File: config.mk
export PLATFORM = sky130hd
export DESIGN_NAME = phy_tx
export DESIGN_NICKNAME = d
export VERILOG_FILES = /design/src/rtl/phy_tx_pkg.sv /design/src/rtl/phy_tx.sv
export SDC_FILE = /design/constraint.sdc
export NUM_CORES = 1
export LEC_CHECK = 0
export CAP_MARGIN = 20
export CELL_PAD_IN_SITES_DETAIL_PLACEMENT = 0
export CELL_PAD_IN_SITES_GLOBAL_PLACEMENT = 1
export CORE_MARGIN = 4
export CORE_UTILIZATION = 30
export CTS_CLUSTER_DIAMETER = 100
export DETAILED_ROUTE_END_ITERATION = 7
export GPL_TIMING_DRIVEN = 1
export PLACE_DENSITY = 0.84
export REMOVE_ABC_BUFFERS = 1
export SLEW_MARGIN = 25
export SYNTH_ARGS = -nofsm -noshare
export SYNTH_HDL_FRONTEND = slang
export SYNTH_SLANG_ARGS = --single-unit
export TNS_END_PERCENT = 5
File: constraint.sdc
create_clock -name i_clk -period 1.6 [get_ports i_clk]
set_input_delay 0.48 -clock i_clk [delete_from_list [all_inputs] [get_ports i_clk]]
set_output_delay 0.48 -clock i_clk [all_outputs]
set_load 0.1 [all_outputs]
File: src/rtl/phy_tx_pkg.sv
// Shared GT PHY framing constants and word builders for the transmit path.
// Byte 0 ([7:0]) is the first byte on the wire; charisk bit n flags byte n.
package phy_tx_pkg;

   localparam logic [7:0] K28_5 = 8'hBC;
   localparam logic [7:0] K27_7 = 8'hFB;
   localparam logic [7:0] K29_7 = 8'hFD;
   localparam logic [7:0] D16_2 = 8'h50;

   typedef struct packed {
      logic [31:0] data;
      logic [3:0]  charisk;
   } gt_word_t;

   localparam gt_word_t IDLE_WORD = '{data: {D16_2, K28_5, D16_2, K28_5}, charisk: 4'b0101};
   localparam gt_word_t SOF_WORD  = '{data: {K27_7, D16_2, K28_5, K28_5}, charisk: 4'b1011};
   localparam gt_word_t EOF_WORD  = '{data: {24'h000000, K29_7}, charisk: 4'b0001};

   // AXI beats are big-endian; the wire wants the first byte in [7:0].
   function automatic logic [31:0] byte_rev(input logic [31:0] d);
      return {d[7:0], d[15:8], d[23:16], d[31:24]};
   endfunction

   function automatic gt_word_t payload_word(input logic [31:0] d);
      gt_word_t w;
      w.data    = byte_rev(d);
      w.charisk = 4'b0000;
      return w;
   endfunction

   // Only called for the three partial keeps; anything else is handled as full.
   function automatic gt_word_t tail_word(input logic [3:0] keep, input logic [31:0] d);
      gt_word_t w;
      case (keep)
         4'b1110: w = '{data: {K29_7, d[15:8], d[23:16], d[31:24]}, charisk: 4'b1000};
         4'b1100: w = '{data: {8'h00, K29_7, d[23:16], d[31:24]}, charisk: 4'b0100};
         default: w = '{data: {8'h00, 8'h00, K29_7, d[31:24]}, charisk: 4'b0010};
      endcase
      return w;
   endfunction

   function automatic logic keep_is_partial(input logic [3:0] keep);
      return (keep == 4'b1110) || (keep == 4'b1100) || (keep == 4'b1000);
   endfunction

endpackage

File: src/rtl/phy_tx.sv
// GT PHY transmit framer: wraps AXI-Stream frames in SOF / K29.7 terminator
// and fills the gaps with idle comma words. All outputs are registered.
module phy_tx
   import phy_tx_pkg::*;
#(
   parameter int unsigned P_MIN_IDLE = 2
) (
   input  logic        i_clk,
   input  logic        i_rst,
   input  logic        i_link_up,
   input  logic        i_axi_s_valid,
   input  logic        i_axi_s_last,
   input  logic [3:0]  i_axi_s_keep,
   input  logic [31:0] i_axi_s_data,
   output logic        o_axi_s_ready,
   output logic [31:0] o_gt_tx_data,
   output logic [3:0]  o_gt_tx_charisk,
   output logic        o_underrun
);

   localparam logic [2:0] ST_GAP  = 3'd0;
   localparam logic [2:0] ST_IDLE = 3'd1;
   localparam logic [2:0] ST_DATA = 3'd2;
   localparam logic [2:0] ST_EOF  = 3'd3;
   localparam logic [2:0] ST_DROP = 3'd4;

   localparam logic [3:0] MIN_IDLE = 4'(P_MIN_IDLE);

   logic [2:0] state_q, state_d;
   logic [3:0] gap_cnt_q, gap_cnt_d;
   gt_word_t   word_q, word_d;
   logic       ready_q, ready_d;
   logic       underrun_q, underrun_d;

   logic [3:0] gap_cnt_inc;
   logic       last_partial;

   // Counter tracks IDLE words already committed since the EOF-carrying word.
   assign gap_cnt_inc  = (gap_cnt_q == 4'hF) ? gap_cnt_q : gap_cnt_q + 4'd1;
   assign last_partial = i_axi_s_last && keep_is_partial(i_axi_s_keep);

   always_comb begin
      state_d    = state_q;
      gap_cnt_d  = gap_cnt_q;
      word_d     = IDLE_WORD;
      ready_d    = 1'b0;
      underrun_d = 1'b0;
      case (state_q)
         ST_GAP: begin
            gap_cnt_d = gap_cnt_inc;
            if (gap_cnt_inc >= MIN_IDLE) state_d = ST_IDLE;
         end
         ST_IDLE: begin
            if (i_link_up && i_axi_s_valid) begin
               word_d  = SOF_WORD;
               ready_d = 1'b1;
               state_d = ST_DATA;
            end
         end
         ST_DATA: begin
            if (i_axi_s_valid) begin
               if (!i_axi_s_last) begin
                  word_d  = payload_word(i_axi_s_data);
                  ready_d = 1'b1;
               end else if (!last_partial) begin
                  word_d  = payload_word(i_axi_s_data);
                  state_d = ST_EOF;
               end else begin
                  word_d    = tail_word(i_axi_s_keep, i_axi_s_data);
                  gap_cnt_d = 4'd0;
                  state_d   = ST_GAP;
               end
            end else begin
               // No flow control on the link: a bubble truncates the frame.
               word_d     = EOF_WORD;
               underrun_d = 1'b1;
               ready_d    = 1'b1;
               gap_cnt_d  = 4'd0;
               state_d    = ST_DROP;
            end
         end
         ST_EOF: begin
            word_d    = EOF_WORD;
            gap_cnt_d = 4'd0;
            state_d   = ST_GAP;
         end
         ST_DROP: begin
            ready_d   = 1'b1;
            gap_cnt_d = gap_cnt_inc;
            if (i_axi_s_valid && i_axi_s_last) begin
               ready_d = 1'b0;
               state_d = ST_GAP;
            end
         end
         default: begin
            gap_cnt_d = 4'd0;
            state_d   = ST_GAP;
         end
      endcase
   end

   always_ff @(posedge i_clk) begin
      if (i_rst) begin
         state_q    <= ST_GAP;
         gap_cnt_q  <= 4'd0;
         word_q     <= IDLE_WORD;
         ready_q    <= 1'b0;
         underrun_q <= 1'b0;
      end else begin
         state_q    <= state_d;
         gap_cnt_q  <= gap_cnt_d;
         word_q     <= word_d;
         ready_q    <= ready_d;
         underrun_q <= underrun_d;
      end
   end

   assign o_axi_s_ready   = ready_q;
   assign o_gt_tx_data    = word_q.data;
   assign o_gt_tx_charisk = word_q.charisk;
   assign o_underrun      = underrun_q;

endmodule
# After elaboration in Yosys (flattened, before gate mapping)
# Cells that the tools add are included.
# totals
register_bits	45
inputBits	41
out_inout_bits	38
elab_cells	57
# classes
n_addsub	1
magnitude_cmp	1
n_eq_ne	13
n_mux	24
bitwise_logic	2
n_reduce_logical	10
# op_table
operator	count
36-bit two-way mux	4
36-bit one-hot mux with 3 select lines	1
36-bit one-hot mux with 2 select lines	1
4-bit == test, second input constant	4
4-bit two-way mux	4
3-bit two-way mux	5
3-bit one-hot mux with 4 select lines	1
4-bit one-hot mux with 3 select lines	1
3-bit by 2-bit == test with 1-bit output, second input constant	2
2-bit != test, second input constant	3
3-bit != test, second input constant	2
1-bit two-way mux	5
4-bit by 1-bit adder with 4-bit output, second input constant	1
4-bit by 2-bit greater-or-equal comparator with 1-bit output, second input constant	1
4-bit AND reduction	1
2-bit OR reduction	2
3-bit by 1-bit == test with 1-bit output, second input constant	1
3-bit == test, second input constant	1
1-bit logical AND	3
3-bit logical NOT	1
1-bit one-hot mux with 3 select lines	1
3-bit AND reduction	1
1-bit logical OR	2
2-bit two-way mux	1
1-bit inverter	2

# Longest topological paths before layout
# Gate-level depths: netlist (run 1).
# logic_depth
ltp_word	8
ltp_mapped	6
depth_no_buf	5

# Worst setup path after synthesis (run 1)
# OpenSTA, ideal clock, no wires.
# synth_timing
kind	input to register
start	input i_rst
end	register word_q (netlist bit o_gt_tx_data[10])
setup_ns	0.114
arrival_time_ns	1.339
required_ns	1.486
slack_ns	0.147
cell_stages	5
path_buffers	1
cell_sequence	buf_2 > nor2_1 > o21ai_1 > o22ai_4 > a21o_1
# synth_rtl
element	line	rtl
from (decl)	phy_tx.sv:9	input logic i_rst,
to (signal assigned)	phy_tx.sv:112	word_q <= word_d;
to (decl)	phy_tx.sv:31	gt_word_t word_q, word_d;

# Worst setup path after layout (run 1)
# layout_timing
start	input i_axi_s_valid
end	register word_q (netlist bit o_gt_tx_data[2])
# layout_between
elab_chain_cells	2
# layout_lines
element	line	rtl
from (decl)	phy_tx.sv:11	input logic i_axi_s_valid,
36-bit two-way mux	phy_tx.sv:61	if (i_axi_s_valid) begin
36-bit one-hot mux with 3 select lines	phy_tx.sv:48	case (state_q)
# Every way passes these cells.
# A chain may end at the register's enable or synchronous reset.

==> flow_summary.ini, run 1 <==
[outcome]
status = complete, no violations

[synth]
synth_top_area_share_pct = 51.5
netlist_area_mm2 = 0.00175
syn_area_per_cell_um2 = 9.83
seq_area_frac_synth_pct = 51.5
ys_seq_elements = 45
synth.largest_area_cell = dfxtp_1
syn_inst = 178
yosys_most_used_dff = dfxtp_1
synth_common_cells = dfxtp_1 (45), nor2_1 (21), nand2_1 (12), o21ai_0 (12), a21oi_1 (9)
synth_edf_count = 0
ys_warn_count = 0
yosysUniqueCellTypes = 46
ys_async_sr_fraction_pct = 0
synth_area_leaders = dfxtp_1 (51%), nor2_1 (4.5%), o21ai_0 (3.4%)
yosysMostFrequentCell = dfxtp_1

[cts]
clock_latency_ns = 0.30
cts_hold_buffers = 0
h-tree-depth = 2
cts_root_buf = clkbuf_8
cts_buffer_depth = 2
cts_tree = done
cts_buffers = 5
cts_sinks = 45
cts.clk_slew.worst_paths_ns = 0.08

[timing]
maxSlewViolCount = 0
clock.fmax_mhz = 641
final-setup-viol-count = 0
hold_violations = 0
rsz0062_at_grt = true
worstMarginPinSlew_ns = 0.449
fin_crit_sh_pct = 97.5
period_minus_slack_ns = 1.56
hold_slack_ns = 0.506
max-slew-margin-rel_pct = 70.0
fin_worst_skew_ns = 0.0133

[global_routing]
grt-ovfl-total = 0
grt_use_total_pct = 14.3
grt_max_degree = 17
grt_pass1_wl_mm = 8.15
grt_pass1_vias = 1665
antenna_found_initial = 0

[placement]
placed_area_mm2 = 0.00317
finalWeightedCongestion = 0.808
dpl.cell_count = 348
port_buffers = 78
dp_hpwl_mm = 4.08

[die]
chipWidth_um = 84.4
start_util_pct = 31.4
core_mm2 = 0.00557
die_area_mm2 = 0.00712
die_h_um = 84.4
boundaryPins = 79
rows = 27

[finish]
area_growth_pct = 89.1
num_antenna_cells = 0
fin_area_mm2 = 0.00331
final_nets = 326
drive_gt1_share_pct = 32.3
finish.utilization_pct = 59.4
instances_no_fill = 357

[routing]
drt_first_pass_iters = 4
wire_per_inst_um = 14.4
drc = 0
highest_layer = met4
wl_met3_um = 222
drt-vias-per-instance = 4.73
drt_iter0_drc = 57
ant_nets = 0
routed_wl_mm = 5.15
num_vias = 1687
met1_length_mm = 2.22
routed-wl-met2_mm = 2.67

[pwr]
vdd.ir_drop.worst_v = 0.000441
leakagePower_nw = 1.39
power_mw = 3.10
pwr-share-seq_pct = 41.9
power_density_mw_per_mm2 = 936
combPwrFrac_pct = 34.8
switching_share_pct = 35.3
switchingPower_mw = 1.09
intPower_mw = 2.00
clkPwrFrac_pct = 23.3

[worst_setup_path]
slowest_delay_ns = 0.47
end_kind = register
reg2reg_depth = 4
start_kind = input pin
cp_data_arrival_time_ns = 1.74
cp_data_required_time_ns = 1.78
cp_slowest_cell = clkdlybuf4s50_1
critPathMostFrequentCell = buf_6
regToRegStartpoint = state_q[0]
worstSetupStartpoint = i_axi_s_valid
cp_max_fo = 7
critPathKind = input pin to register
worstPathCellList = clkdlybuf4s50_1, buf_6, nand4bb_4, buf_6, or3_1

[min_path]
min_path_cells = 2
hp-class = register to register
hp-start = gap_cnt_q[1]

[run]
maxCapViolCount = 0
==> worst paths after layout <==
path | end | slack [ns]
hold reg to reg | gap_cnt_q[1] | 0.51
hold / removal | gap_cnt_q[1] | 0.51
setup / recovery | o_gt_tx_data[2] | 0.04
setup reg to reg | o_gt_tx_data[29] | 0.14
==> registers in the layout (all words and copies together) (netlist names) <==
register and count:
state_q 3, o_underrun 1, gap_cnt_q 4, o_gt_tx_charisk 4
o_axi_s_ready 1, o_gt_tx_data 32
==> final cells by class <==
type                       instances  area [um2]
inverter                           6        25.0
clock inverter                     3        25.0
clock buffer                       5        68.8
multi-input combinational        121         822
sequential                        45         902
timing repair buffer             105        1380
tap                               72        90.1
fill                             464        2260
==> layer usage <==
metal / vias up / track usage [%]
li1: 842 / -
met1: 793 / 16.9
met2: 48 / 26.3
met3: 4 / 3.04
met4: 0 / 3.45
met5: - / 0
==> logic make-up (layout without fill, tap and decap cells) <==
| logic type | count (synthesis) | count (layout) | share of synthesized area (%) |
|---|---|---|---|
| xor+xnor | 1 | 1 | 0.500 |
| compound gates | 45 | 45 | 17.9 |
| buf+inv | 12 | 119 | 3.15 |
| simple gates | 73 | 73 | 25.7 |
| fa+ha+maj | 1 | 1 | 0.715 |
| flops | 45 | 45 | 51.5 |
| mux | 1 | 1 | 0.572 |
==> critical path, delay by kind of cell <==
family / cells / cell delay (ns)
and+or+nand+nor: 2 / 0.48
buffers and inverters: 3 / 0.78
==> per-stage QoR <==
| stage | setup TNS, ns | setup slack, ns |
|---|---|---|
| 3_5_place_dp | -10.53 | -0.340 |
| 5_1_grt | -0.140 | -0.0298 |
| 4_1_cts | 0 | 0.00423 |
| 2_1_floorplan | 0 | 0.207 |
| 3_3_place_gp | -9.62 | -0.319 |
| 6_report | 0 | 0.0401 |
==> power by group through the flow <==
stage	Sequential, mW	Combinational, mW	Clock, mW
6_report	1.30	1.08	0.722
5_1_grt	1.31	1.15	0.784
4_1_cts	1.30	1.08	0.742
3_5_place_dp	1.32	1.07	0
3_3_place_gp	1.32	1.06	0
2_1_floorplan	1.60	0.303	0
==> what timing repair did <==
action	in CTS	in global routing
buffers inserted	1	0
pin swaps	0	7
gates resized for setup	1	10
cloned	0	0
endpoints found under the hold margin	0	0
endpoints found under the setup margin	3	28
==> cell usage in the layout (no fill, tap or decap), types with 3 or more instances in the layout <==
master	n
a21o_1	4
buf_4	25
nand3_1	3
nor3_1	6
and3_1	5
o21ai_0	10
o21ai_1	3
nand2_1	12
a31oi_1	3
nor2_1	21
buf_12	38
or3_1	6
clkdlybuf4s50_1	38
clkbuf_8	5
nand2b_1	4
inv_1	5
dfxtp_1	44
a21oi_1	9
No activity file was read; power rests on OpenSTA's default activity.
==> inputs of run 2 (changes only) <==
- CORE_UTILIZATION: 30 -> 39
- DONT_BUFFER_PORTS: not set -> 1
- PLACE_DENSITY: 0.84 -> 0.76
- clock period: 1.6 -> 1.43 ns (I/O delays scaled with it)
==> run 2 against run 1 <==
Net effect: non-clock buffer count down 54; critical path type is now register to output pin; clock power is 5.1% higher; critical endpoint is now o_gt_tx_data[21]; largest power group unchanged; largest cell class is now sequential cells; sequential power up 8%; sequential cell count unchanged; critical path depth down 4; highest routed layer unchanged.
==> flow_summary.ini, run 2 (synthesis results as in run 1) <==
[worst_setup_path]
worstSetupStartpoint = o_gt_tx_data[21]
worstPathCellList = buf_4
cp_data_arrival_time_ns = 0.90
cp_slowest_cell = dfxtp_1
slowest_delay_ns = 0.33
cp_data_required_time_ns = 1.00
cp_max_fo = 1
start_kind = register
path_delay_family = flip-flops
critPathKind = register to output pin
end_kind = output pin
regToRegStartpoint = state_q[2]
cp_num_buf_inv = 1

[routing]
wire_per_inst_um = 15.5
drc = 0
drt-vias-per-instance = 5.22
drt_first_pass_iters = 4
ant_nets = 0
num_vias = 1471
drt_iter0_drc = 68
routed_wl_mm = 4.37

[timing]
max-slew-margin-rel_pct = 75.2
worstMarginPinSlew_ns = 0.370
fin_worst_skew_ns = 0.00592
period_minus_slack_ns = 1.33
maxSlewViolCount = 0
clock.fmax_mhz = 752
fin_crit_sh_pct = 93.0
final-setup-viol-count = 0
hold_violations = 0
rsz0062_at_grt = false
fin_tns_setup_ns = 0

[finish]
final_cell_mix = buf_4 (46), dfxtp_1 (43), nor2_1 (21)
final_common_cell = buf_4
fin_area_mm2 = 0.00232
largest_reg_flops = 32
final_nets = 272
area_growth_pct = 32.8
num_antenna_cells = 0
drive_gt1_share_pct = 33.0
instances_no_fill = 282

[global_routing]
grt_pass1_vias = 1320
grt_use_total_pct = 15.5
grt_pass1_wl_mm = 6.53
grt_max_degree = 18
grt-ovfl-total = 0
antenna_found_initial = 0

[cts]
cts.clk_slew.worst_paths_ns = 0.08
cts_buffers = 5
cts_tree = done
cts_sinks = 45
clock_latency_ns = 0.28
h-tree-depth = 2
cts_buffer_depth = 2
cts_root_buf = clkbuf_8

[die]
die_area_mm2 = 0.00562
rows = 24
chipWidth_um = 75.0
start_util_pct = 40.2
core_mm2 = 0.00435
boundaryPins = 79
die_h_um = 75.0

[placement]
dp_hpwl_mm = 3.42
port_buffers = 0
dpl.cell_count = 270
finalWeightedCongestion = 0.801
placed_area_mm2 = 0.00219

[pwr]
power_mw = 3.13
clkPwrFrac_pct = 24.2
power_density_mw_per_mm2 = 1350
switchingPower_mw = 1.07
vdd.ir_drop.worst_v = 0.000631
pwr-share-seq_pct = 45.1
leakagePower_nw = 0.991
combPwrFrac_pct = 30.6
intPower_mw = 2.06
switching_share_pct = 34.2

[min_path]
hp-start = i_rst
hp-class = input pin to register

[run]
maxCapViolCount = 0

[outcome]
status = complete, no violations
-- run 2: area by class of cell --
cell class,instances,area (um2)
fillers,394,2030
flip-flops and latches,45,903
multi-input cells,121,800
repair buffers,51,445
clock buffers,7,86.3
well taps,52,65.1
inverters,6,25.0
-- run 2: per-layer routing --
layer	part of all wire [%]	GRT usage, %	vias up
li1	-	-	732
met1	39	18.2	681
met2	50	25.7	50
met3	8.9	5.21	8
met4	2.3	6.72	0
met5	0	0	-
-- run 2: timing repair --
action                                  CTS  global route
endpoints found under the hold margin     0             0
resized for setup                         0             3
buffers inserted                          0             5
hold buffers                              0             0
endpoints found under the setup margin    0            10
-- run 2: power by group through the flow --
stage | logic, mW | registers, mW | clock network, mW
final | 0.960 | 1.41 | 0.759
after global routing | 1.04 | 1.42 | 0.839
after floorplan | 0.339 | 1.79 | 0
after detailed placement | 0.946 | 1.44 | 0
after global placement | 0.939 | 1.44 | 0
after CTS | 0.948 | 1.41 | 0.785
-- run 2: final timing paths --
| check | slack [ns] | endpoint | cells past startpoint |
|---|---|---|---|
| setup / recovery | 0.1 | o_gt_tx_data[21] | 1 |
| hold / removal | 0.20 | state_q[2] | 1 |
| setup reg to reg | 0.11 | o_gt_tx_data[2] | 3 |
| hold reg to reg | 0.49 | gap_cnt_q[1] | 2 |
-- run 2: through the flow --
step,util [%],setup slack [ns],hold WS [ns]
2_1_floorplan,-,0.0462,0.455
3_3_place_gp,50.4,0.0897,0.478
3_5_place_dp,50.4,0.0271,0.483
4_1_cts,52.4,0.0479,0.199
5_1_grt,53.4,0.0115,0.191
6_report,53.4,0.0994,0.204
